===== src/rtl/alu_arbiter.sv =====
// Two-requester front end for a shared combinational ALU: arbitrate, execute, hold result.
// Build option ALU_ARB_FIXED_PRIO_EN: req0 always wins a tie (default: round-robin).
module alu_arbiter #(
   parameter int unsigned WIDTH = 64,
   parameter int unsigned OP_W  = 2
) (
   input  logic             clk,
   input  logic             reset,
   input  logic             req0_valid,
   output logic             req0_ready,
   input  logic [WIDTH-1:0] req0_data1,
   input  logic [WIDTH-1:0] req0_data2,
   input  logic [OP_W-1:0]  req0_op,
   input  logic             req1_valid,
   output logic             req1_ready,
   input  logic [WIDTH-1:0] req1_data1,
   input  logic [WIDTH-1:0] req1_data2,
   input  logic [OP_W-1:0]  req1_op,
   output logic             rsp0_valid,
   input  logic             rsp0_ready,
   output logic             rsp1_valid,
   input  logic             rsp1_ready,
   output logic [WIDTH-1:0] rsp_result,
   output logic             rsp_is_zero,
   output logic [WIDTH-1:0] alu_data1,
   output logic [WIDTH-1:0] alu_data2,
   output logic [OP_W-1:0]  alu_op,
   input  logic [WIDTH-1:0] alu_result,
   input  logic             alu_is_zero
);

   typedef enum logic [1:0] {
      IDLE = 2'd0,
      EXEC = 2'd1,
      RESP = 2'd2
   } state_e;

   state_e           state_q, state_d;
   logic             last_grant_q, last_grant_d;
   logic             gnt_q, gnt_d;
   logic [WIDTH-1:0] data1_q, data1_d;
   logic [WIDTH-1:0] data2_q, data2_d;
   logic [OP_W-1:0]  op_q, op_d;
   logic [WIDTH-1:0] result_q, result_d;
   logic             zero_q, zero_d;
   logic             grant;
   logic             accept;

   always_comb begin
      grant = 1'b0;
      if (req0_valid && req1_valid) begin
`ifdef ALU_ARB_FIXED_PRIO_EN
         grant = 1'b0;
`else
         grant = ~last_grant_q;
`endif
      end else if (req1_valid) begin
         grant = 1'b1;
      end
   end

   always_comb begin
      state_d      = state_q;
      last_grant_d = last_grant_q;
      gnt_d        = gnt_q;
      data1_d      = data1_q;
      data2_d      = data2_q;
      op_d         = op_q;
      result_d     = result_q;
      zero_d       = zero_q;
      req0_ready   = 1'b0;
      req1_ready   = 1'b0;
      rsp0_valid   = 1'b0;
      rsp1_valid   = 1'b0;
      accept       = 1'b0;
      case (state_q)
         IDLE: begin
            req0_ready = req0_valid && !grant;
            req1_ready = req1_valid && grant;
            accept     = req0_valid || req1_valid;
            if (accept) begin
               gnt_d   = grant;
               data1_d = grant ? req1_data1 : req0_data1;
               data2_d = grant ? req1_data2 : req0_data2;
               op_d    = grant ? req1_op    : req0_op;
               state_d = EXEC;
            end
         end
         EXEC: begin
            result_d = alu_result;
            zero_d   = alu_is_zero;
            state_d  = RESP;
         end
         RESP: begin
            rsp0_valid = !gnt_q;
            rsp1_valid = gnt_q;
            if (gnt_q ? rsp1_ready : rsp0_ready) begin
               last_grant_d = gnt_q;
               state_d      = IDLE;
            end
         end
         default: state_d = IDLE;
      endcase
   end

   always_ff @(posedge clk) begin
      if (reset) begin
         state_q      <= IDLE;
         last_grant_q <= 1'b1;
         gnt_q        <= 1'b0;
         data1_q      <= '0;
         data2_q      <= '0;
         op_q         <= '0;
         result_q     <= '0;
         zero_q       <= 1'b0;
      end else begin
         state_q      <= state_d;
         last_grant_q <= last_grant_d;
         gnt_q        <= gnt_d;
         data1_q      <= data1_d;
         data2_q      <= data2_d;
         op_q         <= op_d;
         result_q     <= result_d;
         zero_q       <= zero_d;
      end
   end

   // Operand registers only change on accept, so the ALU inputs hold outside EXEC.
   assign alu_data1   = data1_q;
   assign alu_data2   = data2_q;
   assign alu_op      = op_q;
   assign rsp_result  = result_q;
   assign rsp_is_zero = zero_q;

endmodule


===== config.mk =====
export PLATFORM = sky130hd
export DESIGN_NAME = alu_arbiter
export DESIGN_NICKNAME = d
export VERILOG_FILES = /design/src/rtl/alu_arbiter.sv
export SDC_FILE = /design/constraint.sdc
export NUM_CORES = 1
export LEC_CHECK = 0
export BUFFER_PORTS_ARGS = -buffer_cell sky130_fd_sc_hd__buf_2
export CAP_MARGIN = 20
export CORE_AREA = 2 2 209 211
export CTS_BUF_LIST = sky130_fd_sc_hd__clkbuf_4
export DETAILED_ROUTE_END_ITERATION = 6
export DIE_AREA = 0 0 211 213
export GPL_ROUTABILITY_DRIVEN = 0
export SKIP_LAST_GASP = 1
export SLEW_MARGIN = 20
export SYNTH_ARGS = -nofsm -noshare
export SYNTH_HDL_FRONTEND = slang
export SYNTH_SLANG_ARGS = --single-unit

===== constraint.sdc =====
create_clock -name clk -period 2.4 [get_ports clk]
set_clock_uncertainty 0.05 [all_clocks]
set_input_delay 0.36 -clock clk [delete_from_list [all_inputs] [get_ports clk]]
set_output_delay 0.36 -clock clk [all_outputs]
set_load 0.01 [all_outputs]

* Yosys cells after proc, flatten, opt, wreduce, memory -nomap -nowiden *
Index checks and enable logic that the tools add are counted.

storage, ports and cells
  register bits = 199
  input port bits = 331
  output and inout port bits = 199
  word-level logic and storage cells = 36

cells by class
  equal/unequal tests = 4
  mux-type cells = 13
  bitwise logic cells = 1
  reductions and logical operators = 10

operator list
  cell                                                 number
  2-to-1 mux 64 bit                                    2
  2-to-1 mux 1 bit                                     7
  2-to-1 mux 2 bit                                     3
  one-hot mux 2 bit (3 select lines)                   1
  AND reduction 2 bit                                  3
  inequality test 2 bit, second input constant         2
  logical AND 1 bit                                    3
  equality test 2 x 1 -> 1 bit, second input constant  1
  equality test 2 bit, second input constant           1
  logical NOT 1 bit                                    2
  logical NOT 2 bit                                    1
  logical OR 1 bit                                     1
  inverter 1 bit                                       1

* Longest topological paths before layout *
  depth after elaboration = 5
  depth in mapped cells = 7

* Worst setup path before layout *
No wires, ideal clock.

  path kind = input to output
  start point = input req1_valid
  end point = output req0_ready
  arrival time = 1.210 ns
  data required time = 1.990 ns
  slack = 0.780 ns
  cell stages on the path = 5
  path buffers = 3
  path through = a21bo_2 -> buf_2 -> buf_2 -> buf_2 -> and3_1

on the way
  longest elaborated chain between the ends = 5
  elaborated cells between the ends (all ways) = 6
  classes of those cells = mux (3); reduce/logical (3)

ends and longest elaborated chain
  what                                                   line    RTL
  from (decl)                                            14      input logic req1_valid,
  2-to-1 mux 1 bit or logical AND 1 bit (tied branches)  57, 51
  2-to-1 mux 1 bit *                                     51      if (req0_valid && req1_valid) begin
  logical NOT 1 bit *                                    78      req0_ready = req0_valid && !grant;
  logical AND 1 bit *                                    78
  2-to-1 mux 1 bit *                                     76      case (state_q)
  to (decl)                                              10      output logic req0_ready,

Every way passes the cells marked *; elsewhere a longest branch is shown, timed or not.

* Worst setup path in the final report *
  start point = register state_q[1]
  end point = register data2_q[13] (netlist: alu_data2[13])

on the way
  longest elaborated chain between the ends = 2

ends and longest elaborated chain
  what                                  line  RTL
  from (decl)                           38    state_e state_q, state_d;
  from (signal assigned)                117   state_q <= state_d;
  logical NOT 2 bit                     76
  AND reduction 2 bit (no source line)  --
  to (signal assigned)                  121   data2_q <= data2_d;
  to (decl)                             42    logic [WIDTH-1:0] data2_q, data2_d;

Every way passes these cells.
A chain may end at the register's enable or synchronous reset.

==> impl_results.md <==
- Reg clk slew, reported paths: 170 ps
- Crit share post-route: between 90 and 100%
- Syn Inst Count: 1047
- Post-synthesis register bit count: 199
- Cell taking the most area after synthesis: dfxtp_1
- Final net count: between 2000 and 2500
- Max Cap Violations: 0
- Area added between synthesis and finish: 79.2%
- Setup TNS: 0 ps
- Antenna violations before repair: 2
- Layout cell share with drive strength beyond 1: a little under two fifths
- Switching pwr: approximately 3.0 mW
- Root buf cell: clkbuf_4
- Die Y: ~210 um
- Final Setup Violations: 0
- Pins Over Slew Limit: 0
- Remaining DRCs: 0
- Crit path max-delay cell type: dlygate4sd3_1
- Final ANT Viol Nets: 0
- Syn. warnings: 0
- Combinational power share: 34.3%
- Die area: 0.0449 mm^2
- Most frequent cells after synthesis: nand2_1 (391), dfxtp_1 (199), a21oi_1 (197), a311oi_2 (89), clkbuf_1 (60)
- Post-synth EDFFs: 0
- Max Fanout on Critical Path: 25
- Startpoint Class: flop
- First-pass GRT wire length: approximately 57000 um
- Worst-Skew Late Latency: between 600 and 700 ps
- Seq/Total Area, Yosys: between 40 and 50%
- Cell Chain, Critical Path: nor2_4 -> buf_4 -> and2_4 -> buf_12 -> buf_4 -> a311oi_2 -> dlygate4sd3_1
- Final wirelength: ~38000 um
- Worst path most repeated cell: buf_4
- Final Core Density: 36.9%
- Leading post-synthesis cells by cell area: dfxtp_1 (45%), nand2_1 (17%), a311oi_2 (15%)
- Via density per instance: approximately 4.6
- Slowest stage delay, CP: slightly below 600 ps
- Reg2reg start: state_q[1]
- Slew Limit Headroom: about 57%
- Grt ovf: 0
- Top_reg_cell synth: dfxtp_1
- Clock power frac: 21.2%
- Clock tree from TritonCTS: done
- Net Count, Synth: ~1400
- CP Data Arrival Time: 2840 ps
- Iteration-0 DRC Markers: 621
- Placed instance count: between 2000 and 2500
- Place WS: 533 ps
- Row cnt: 76
- Port Buffers: 529
- Core ar.: 0.0427 mm^2
- # IOs: 530
- Die width: approximately 210 um
- Hold_sp: reset
- Vias in the first global route: approximately 11000
- Syn_area_per_cell: around 8.4 um^2
- Max Freq: 441 MHz
- Tmin final: ~2300 ps
- Post-synthesis instance area: ~0.0088 mm^2
- Yosys top cell area share: a little under half
- Flop pwr share: 44.6%
- Vias: approximately 11000
- Routed len/inst: ~16 um
- Top-count cell post-synth: nand2_1
- Actual slew at the worst max-slew pin: about 640 ps
- Longest Clk Path Bufs: 2
- Gr usage total: between 10% and 20%
- Status: completed
- Worst ir drop on vdd: approximately 0.26 mV
- Cts bufs inserted: 17
- Layout Cells excl Fill: between 2000 and 2500
- PnR worst setup slack: approximately 130 ps
- P per Cell Area: about 550 mW/mm^2
- Sw Share: 34.2%
- Post-DP HPWL: about 24000 um
- Drt pass-1 iters: 5
- Hold WC Path Type: input port to flop
- Crit path required time: around 3000 ps
- Initial core utilization: between 20% and 30%
- Pleak: ~7.2 nW
- Synth cell types: 23
- Internal power: roughly 5.7 mW
- CTS Sinks: 199
- Pin count of the biggest net entering global routing: 83
- Worst hold slack: 236 ps
- H-tree Lvls: 4
- Element type at the critical path end: flop
- Async SR Flop Fraction: 0%
- WS Path Type: flop to flop
- Worst Setup SP: state_q[1]
- Fin. Hold Viols: 0
## layout make-up
type                       count  area, um^2
antenna                        2        5.00
clock buffer                  17         128
clock inverter                15         144
fill                        4222       27000
inverter                       2        7.51
multi-input combinational    738        4320
sequential                   199        3990
tap                          546         683
timing repair buffer         901        6470
## cell usage in the layout, fill, tap and decap left out, drive strengths merged
master and n:
or2 1, nor2b 3, o211ai 1, a21boi 1
bufbuf 1, nor2 3, mux2 1, nand2 391
and2 1, bufinv 1, nor3 1, and3 1
clkinv 7, dfxtp 199, o21ai 2, nand2b 2
o21ba 1, a311oi 130, a21oi 197, clkbuf 18
inv 8, buf 571, dlygate4sd3 328, diode 2
a21bo 2, clkinvlp 1
## final timing paths
| check | to | slack [ps] | cells past startpoint |
|---|---|---|---|
| setup / recovery | alu_data2[13] | 130 | 7 |
| hold / removal | state_q[0] | 240 | 2 |
| setup reg to reg | alu_data2[13] | 130 | 7 |
| hold reg to reg | rsp_result[50] | 410 | 2 |
## cells by family (layout without fill, tap and decap cells)
logic type / count (synthesis) / after routing / share of synthesized area, %
other: 0 / 2 / 0
DFF: 199 / 199 / 45.4
muxes: 1 / 1 / 0.128
and+or+nand+nor: 403 / 403 / 17.5
AOI/OAI and AO/OA: 333 / 334 / 31.0
buffers and inverters: 111 / 935 / 6.01
## power by group through the flow
stage	logic, mW	clock network, mW	registers, mW
global route	3.22	2.04	3.91
finish	2.97	1.84	3.87
detailed placement	2.29	0	3.93
global placement	2.26	0	3.93
floorplan	1.14	0	4.06
CTS	2.93	1.93	3.87
## state kept, by name, indices dropped and copies added, names as in the netlist
name	count
alu_data2	64
alu_data1	64
state_q	2
rsp_result	64
alu_op	2
last_grant_q	1
rsp_is_zero	1
gnt_q	1
## per-stage QoR
stage | area (um^2) | total power [mW]
2_1_floorplan | 8780 | 5.20
3_3_place_gp | 12100 | 6.18
3_5_place_dp | 12100 | 6.22
4_1_cts | 15700 | 8.72
5_1_grt | 15700 | 9.16
6_report | 15700 | 8.68
## worst max-delay path: cells and delay by family, from the launching register on
| family | cells | cell delay [ps] |
|---|---|---|
| buf+inv | 4 | 1110 |
| flops | 1 | 520 |
| simple gates | 2 | 270 |
| compound gates | 1 | 240 |
## routing by layer
layer / up-vias / routed length (um) / GRT usage, %
li1: 5298 / - / -
met1: 5232 / 15200 / 18.0
met2: 495 / 19300 / 28.7
met3: 71 / 2500 / 4.28
met4: 0 / 1120 / 7.14
met5: - / 0 / 0
## repair_timing
action | in CTS | in global routing
setup endpoints to repair | 2 | 68
gates resized for setup | 1 | 0
hold buffers | 328 | 0
pin swaps | 2 | 1
endpoints found under the hold margin | 197 | 0
gates cloned | 2 | 0
buffers inserted | 3 | 2
Power figures use the tool's default switching activity.
